==> src/rtl/pll_lock_sequencer_if.sv <==
// Signal bundle between the PLL lock sequencer and its PLL / downstream consumers.
// The sequencer side uses the master modport; observers and stimulus use slave.
`timescale 1ns/1ps
interface pll_lock_sequencer_if;
    logic       pll_lock;
    logic       restart;
    logic       pll_powerdown_n;
    logic       out_en;
    logic       sys_reset_n;
    logic       locked;
    logic       fail;
    logic [1:0] retry_count;
    logic [7:0] loss_count;
    logic [2:0] state;

    modport master (
        input  pll_lock,
        input  restart,
        output pll_powerdown_n,
        output out_en,
        output sys_reset_n,
        output locked,
        output fail,
        output retry_count,
        output loss_count,
        output state
    );

    modport slave (
        output pll_lock,
        output restart,
        input  pll_powerdown_n,
        input  out_en,
        input  sys_reset_n,
        input  locked,
        input  fail,
        input  retry_count,
        input  loss_count,
        input  state
    );
endinterface

==> src/rtl/pll_lock_sequencer.sv <==
// PLL bring-up sequencer: power-down, wait for lock with timeout/retry, qualify lock
// stability, then release the PLL output domain; re-sequences on lock loss or restart.
`timescale 1ns/1ps
module pll_lock_sequencer #(
    parameter int PD_CYCLES           = 64,
    parameter int LOCK_TIMEOUT_CYCLES = 65536,
    parameter int LOCK_STABLE_CYCLES  = 1024,
    parameter int MAX_RETRIES         = 3
) (
    input  logic                  clock,
    input  logic                  reset_n,
    pll_lock_sequencer_if.master  bus
);

    typedef enum logic [2:0] {
        ST_PDOWN  = 3'd0,
        ST_WAIT   = 3'd1,
        ST_STABLE = 3'd2,
        ST_RUN    = 3'd3,
        ST_FAIL   = 3'd4
    } state_t;

    localparam logic [23:0] PD_LAST      = 24'(PD_CYCLES - 1);
    localparam logic [23:0] TIMEOUT_LAST = 24'(LOCK_TIMEOUT_CYCLES - 1);
    localparam logic [23:0] STABLE_LAST  = 24'(LOCK_STABLE_CYCLES - 1);
    localparam logic [1:0]  RETRY_MAX    = 2'(MAX_RETRIES);

    logic        lock_sync_p0;
    logic        lock_s;
    state_t      state_q, state_d;
    logic [23:0] cnt_q, cnt_d;
    logic [1:0]  retry_q, retry_d;
    logic [7:0]  loss_q, loss_d;
    logic        pd_n_q;
    logic        out_en_q;
    logic        sys_rst_n_q;
    logic        locked_q;
    logic        fail_q;

    function automatic logic [7:0] sat_inc8(input logic [7:0] v);
        return (v == 8'hFF) ? v : v + 8'd1;
    endfunction

    // Stage p0 -> lock_s: two-flop synchronizer for the asynchronous lock indicator
    always_ff @(posedge clock or negedge reset_n) begin
        if (!reset_n) begin
            lock_sync_p0 <= 1'b0;
            lock_s       <= 1'b0;
        end else begin
            lock_sync_p0 <= bus.pll_lock;
            lock_s       <= lock_sync_p0;
        end
    end

    always_comb begin
        state_d = state_q;
        retry_d = retry_q;
        loss_d  = loss_q;
        cnt_d   = cnt_q;

        case (state_q)
            ST_PDOWN: begin
                if (cnt_q == PD_LAST) state_d = ST_WAIT;
            end
            ST_WAIT: begin
                if (lock_s) begin
                    state_d = ST_STABLE;
                end else if (cnt_q == TIMEOUT_LAST) begin
                    if (retry_q < RETRY_MAX) begin
                        retry_d = retry_q + 2'd1;
                        state_d = ST_PDOWN;
                    end else begin
                        state_d = ST_FAIL;
                    end
                end
            end
            ST_STABLE: begin
                if (!lock_s) state_d = ST_WAIT;
                else if (cnt_q == STABLE_LAST) state_d = ST_RUN;
            end
            ST_RUN: begin
                if (!lock_s) begin
                    state_d = ST_PDOWN;
                    retry_d = 2'd0;
                    loss_d  = sat_inc8(loss_q);
                end
            end
            ST_FAIL: state_d = ST_FAIL;
            default: state_d = ST_PDOWN;
        endcase

        // Restart overrides the transition but leaves any loss just counted intact
        if (bus.restart) begin
            state_d = ST_PDOWN;
            retry_d = 2'd0;
        end

        if ((state_d != state_q) || bus.restart) begin
            cnt_d = 24'd0;
        end else if ((state_q == ST_RUN) || (state_q == ST_FAIL)) begin
            cnt_d = cnt_q;
        end else begin
            cnt_d = cnt_q + 24'd1;
        end
    end

    // Stage state register: outputs are registered from the next state so they
    // change on the same edge that enters the state
    always_ff @(posedge clock or negedge reset_n) begin
        if (!reset_n) begin
            state_q     <= ST_PDOWN;
            cnt_q       <= 24'd0;
            retry_q     <= 2'd0;
            loss_q      <= 8'd0;
            pd_n_q      <= 1'b0;
            out_en_q    <= 1'b0;
            sys_rst_n_q <= 1'b0;
            locked_q    <= 1'b0;
            fail_q      <= 1'b0;
        end else begin
            state_q     <= state_d;
            cnt_q       <= cnt_d;
            retry_q     <= retry_d;
            loss_q      <= loss_d;
            pd_n_q      <= (state_d == ST_WAIT) || (state_d == ST_STABLE) || (state_d == ST_RUN);
            out_en_q    <= (state_d == ST_RUN);
            sys_rst_n_q <= (state_d == ST_RUN);
            locked_q    <= (state_d == ST_RUN);
            fail_q      <= (state_d == ST_FAIL);
        end
    end

    assign bus.pll_powerdown_n = pd_n_q;
    assign bus.out_en          = out_en_q;
    assign bus.sys_reset_n     = sys_rst_n_q;
    assign bus.locked          = locked_q;
    assign bus.fail            = fail_q;
    assign bus.retry_count     = retry_q;
    assign bus.loss_count      = loss_q;
    assign bus.state           = state_q;

endmodule

==> src/flat_wrapper.sv <==
// flat-port wrapper written by rule: the top's interface ports become plain ports
module pll_lock_sequencer_flat 
#(
    parameter int PD_CYCLES           = 64,
    parameter int LOCK_TIMEOUT_CYCLES = 65536,
    parameter int LOCK_STABLE_CYCLES  = 1024,
    parameter int MAX_RETRIES         = 3
)
  (clock, reset_n, bus_pll_lock, bus_restart, bus_pll_powerdown_n, bus_out_en, bus_sys_reset_n, bus_locked, bus_fail, bus_retry_count, bus_loss_count, bus_state);
  pll_lock_sequencer_if bus_i ();
  input  logic clock;
  input  logic reset_n;
  input wire logic [$bits(bus_i.pll_lock)-1:0] bus_pll_lock;
  input wire logic [$bits(bus_i.restart)-1:0] bus_restart;
  output wire logic [$bits(bus_i.pll_powerdown_n)-1:0] bus_pll_powerdown_n;
  output wire logic [$bits(bus_i.out_en)-1:0] bus_out_en;
  output wire logic [$bits(bus_i.sys_reset_n)-1:0] bus_sys_reset_n;
  output wire logic [$bits(bus_i.locked)-1:0] bus_locked;
  output wire logic [$bits(bus_i.fail)-1:0] bus_fail;
  output wire logic [$bits(bus_i.retry_count)-1:0] bus_retry_count;
  output wire logic [$bits(bus_i.loss_count)-1:0] bus_loss_count;
  output wire logic [$bits(bus_i.state)-1:0] bus_state;
  assign bus_i.pll_lock = bus_pll_lock;
  assign bus_i.restart = bus_restart;
  assign bus_pll_powerdown_n = bus_i.pll_powerdown_n;
  assign bus_out_en = bus_i.out_en;
  assign bus_sys_reset_n = bus_i.sys_reset_n;
  assign bus_locked = bus_i.locked;
  assign bus_fail = bus_i.fail;
  assign bus_retry_count = bus_i.retry_count;
  assign bus_loss_count = bus_i.loss_count;
  assign bus_state = bus_i.state;
  pll_lock_sequencer #(.PD_CYCLES(PD_CYCLES), .LOCK_TIMEOUT_CYCLES(LOCK_TIMEOUT_CYCLES), .LOCK_STABLE_CYCLES(LOCK_STABLE_CYCLES), .MAX_RETRIES(MAX_RETRIES)) u_core (.clock(clock), .reset_n(reset_n), .bus(bus_i));
endmodule
==> config.mk <==
export PLATFORM = sky130hd
export DESIGN_NAME = pll_lock_sequencer_flat
export DESIGN_NICKNAME = d
export VERILOG_FILES = /design/src/rtl/pll_lock_sequencer_if.sv /design/src/rtl/pll_lock_sequencer.sv /design/src/flat_wrapper.sv
export SDC_FILE = /design/constraint.sdc
export NUM_CORES = 1
export LEC_CHECK = 0
export ABC_AREA = 1
export BUFFER_PORTS_ARGS = -buffer_cell sky130_fd_sc_hd__buf_2
export CORE_MARGIN = 3
export CORE_UTILIZATION = 54
export CTS_CLUSTER_SIZE = 10
export DETAILED_ROUTE_END_ITERATION = 10
export HOLD_SLACK_MARGIN = 0.05
export PLACE_DENSITY = 0.76
export REMOVE_ABC_BUFFERS = 1
export SLEW_MARGIN = 20
export SYNTH_ARGS = -nofsm -noshare
export SYNTH_HDL_FRONTEND = slang
export SYNTH_SLANG_ARGS = --single-unit
==> constraint.sdc <==
create_clock -name clock -period 1.65 [get_ports clock]
set_input_delay 0.495 -clock clock [delete_from_list [all_inputs] [get_ports clock]]
set_output_delay 0.495 -clock clock [all_outputs]
set_load 0.05 [all_outputs]
==> flow_metrics.tcl <==
set metrics [dict create \
    status "complete, but fails checks" \
    violations "negative setup slack" \
    wl_um 5930 \
    insertedDiodeCount 0 \
    synth_common_cells "53 x nand2_1, 42 x dfrtp_1, 42 x nor2_1" \
    busiest_layer "met2" \
    syn_area_um2 2520 \
    io-pin-count 22 \
    die_height_um 74.3 \
    wl_per_cell_um 14.3 \
    yosysMostFrequentCell "nand2_1" \
    final_hold_viol_count 0 \
    ys_ff_latch 42 \
    viasPerCell 5.25 \
    root_buffer "clkbuf_8" \
    critical_path_buf_inv_count 3 \
    peakVddDrop_v 0.000365 \
    htreeDepth 2 \
    port_buffers 21 \
    multi_input_area_um2 1410 \
    die-area_um2 5520 \
    syn_inst 294 \
    vias 2180 \
    worstHoldPathType "in -> async" \
    grt_pass1_wl_um 9290 \
    start_util_pct 56.7 \
    clkTransAtPathRegs_ps 80 \
    worst_ep_arrival_time_ps 2130 \
    r2r_slack_ps -250 \
    finalCritPeriodShare_pct 115 \
    grt_max_degree 25 \
    synth_flop_cell "dfrtp_1" \
    finalSetupViolCount 27 \
    drive_gt1_share_pct 41.6 \
    worst_pin_slew_ps 459 \
    synth-edff-count 0 \
    grt_use_met1_pct 24.8 \
    clkLatencyLatePin_ps 300 \
    drv_slew 0 \
    startpoint_type "flop" \
    grt_use_met3_pct 5.00 \
    ys_seq_area_share_pct 41.7 \
    cts_tree "built" \
    drtIter0Drc 103 \
    crit_family "simple AND/OR/NAND/NOR gates" \
    numCtsBuffers 5 \
    drv_cap 0 \
    place_hpwl_um 3780 \
    period_minus_slack_ps 1900 \
    ant_nets 0 \
    skew_ps 10.3 \
    critPathMostFrequentCell "nand3_4" \
    synth_top_cell_by_area "dfrtp_1" \
    ys_types 30 \
    finalSetupTns_ps -5480 \
    critPathMaxStageDelay_ps 410 \
    synthTopCellsByArea "dfrtp_1 42%, nor2_4 9.4%, nand2_1 7.9%" \
    critPathSlowestCell "dfrtp_1" \
    worstPathRequired_ps 1880 \
    dr.pass1.iters 4 \
    fmax_mhz 527 \
    async_flop_share_pct 100 \
    synth_top_area_share_pct 41.7 \
    seq_area_um2 1050 \
    antenna_found_initial 0 \
    slew-limit-headroom_pct 69.4 \
    rsz0062_at_grt "yes" \
    syn_to_final_growth_pct 30.2 \
    worstPathCellList "ha_2, nand3_4, inv_2, nand3_1, nor2_2, nor2_2, nand3_4, nand2_2, nand2_2, nand3_4, buf_12, buf_16, nor2_4" \
    use_met2_pct 40.8 \
    leakage_nw 1.54 \
    grt_pass1_vias 2114 \
    die_w_um 74.3 \
    cts_hold_buffers 0 \
    cp_max_fo 7 \
    crit_type "reg -> reg" \
    clockBufferDepth 2 \
    core_area_um2 4440 \
    grt_overflow 0 \
    fin_nets 370 \
    synth_area_per_cell_um2 8.58 \
    fin_ws_ps -247 \
    gp_congestion 0.858 \
    drc 0 \
    yosysWarnings 0 \
    powerDensity_nw_per_um2 577 \
    rows 24 \
    track_usage_pct 22.2 \
    end_kind "flop" \
    fillers 278 \
    post-route-util_pct 73.8 \
    clkSinkCount 42 \
]
[layout make-up]
class                   instances  share of cell area, %
multi-input cells             211                   43.1
flip-flops and latches         42                   32.1
repair buffers                 67                   16.4
inverters                      36                   4.12
clock buffers                   5                   2.10
well taps                      52                   1.98
clock inverters                 2                  0.305
[routing by layer]
metal	routed length [µm]	vias up
li1	-	1056
met1	2330	1041
met2	3160	70
met3	312	13
met4	127	0
met5	0	-
[cells in the final DEF (no fill, tap or decap), types with 3 or more instances in the layout]
cell type	netlist	final
nor2_1	42	34
nand3_4	1	3
nand4_1	5	5
xor2_1	19	17
nor2_4	21	25
inv_1	25	23
xnor2_1	7	7
nand2_2	9	12
nand3_1	22	17
a21oi_1	3	3
inv_2	10	12
nor3_1	7	6
nand3_2	2	5
dfrtp_1	42	41
buf_4	2	39
buf_2	1	21
clkbuf_8	0	5
nor2_2	5	9
nand2_1	53	50
buf_12	2	5
[metrics by stage]
stage          area (µm²)  hold slack [ps]  std cells  power [W]  worst slack [ps]
6_report             3280              137        415    0.00189              -247
5_1_grt              3280              167        415    0.00197              -333
4_1_cts              3180              143        411    0.00190              -155
3_5_place_dp         2950              338        399    0.00123              -181
3_3_place_gp         2950              332        399    0.00123              -115
2_1_floorplan        2460              199        289    0.00115              -512
[report_power, final]
group | total (W) | internal, W | switching [W]
logic | 0.000200 | 0.0000796 | 0.000120
registers | 0.00106 | 0.00104 | 0.0000148
clock network | 0.000636 | 0.000284 | 0.000352
total | 0.00189 | 0.00141 | 0.000487
[sequential cells by signal (all words and copies together) (netlist names)]
| name | count |
|---|---|
| u_core.lock_sync_p0 | 1 |
| u_core.bus.retry_count | 2 |
| u_core.lock_s | 1 |
| u_core.bus.out_en | 1 |
| u_core.bus.pll_powerdown_n | 1 |
| u_core.bus.loss_count | 8 |
| u_core.cnt_q | 24 |
| u_core.bus.state | 3 |
| u_core.bus.fail | 1 |
[final timing paths]
path,from,endpoint,depth (start not counted)
worst max-delay path,u_core.cnt_q[1],u_core.cnt_q[13],13
worst min-delay path,reset_n,u_core.bus.loss_count[3],1
worst max register to register,u_core.cnt_q[1],u_core.cnt_q[13],13
worst min register to register,u_core.lock_sync_p0,u_core.lock_s,0
max in group asynchronous,reset_n,u_core.cnt_q[6],2
min in group clock,bus_pll_lock,u_core.lock_sync_p0,1
[timing repair]
item,in CTS,in global routing
setup endpoints to repair,26,28
setup buffers,3,6
resized for setup,14,27
pin swaps,5,11
cloned,2,0
[worst reg2reg max path: cells and delay by family, from the launching register on]
family	cells	cell delay (ps)
AND/OR/NAND/NOR	9	840
flip-flops	1	410
buffers and inverters	3	370
adder cells (fa/ha/maj)	1	230
[logic make-up after synthesis]
kind of cell	Yosys count	synth area share (%)
xor gates and xnor gates	26	9.03
and+or+nand+nor	170	37.0
muxes	1	0.397
adders and majority gates	3	1.49
buffers and inverters	41	7.74
AOI/OAI and AO/OA	11	2.68
DFF	42	41.7
(Power assumes the default switching activity.)
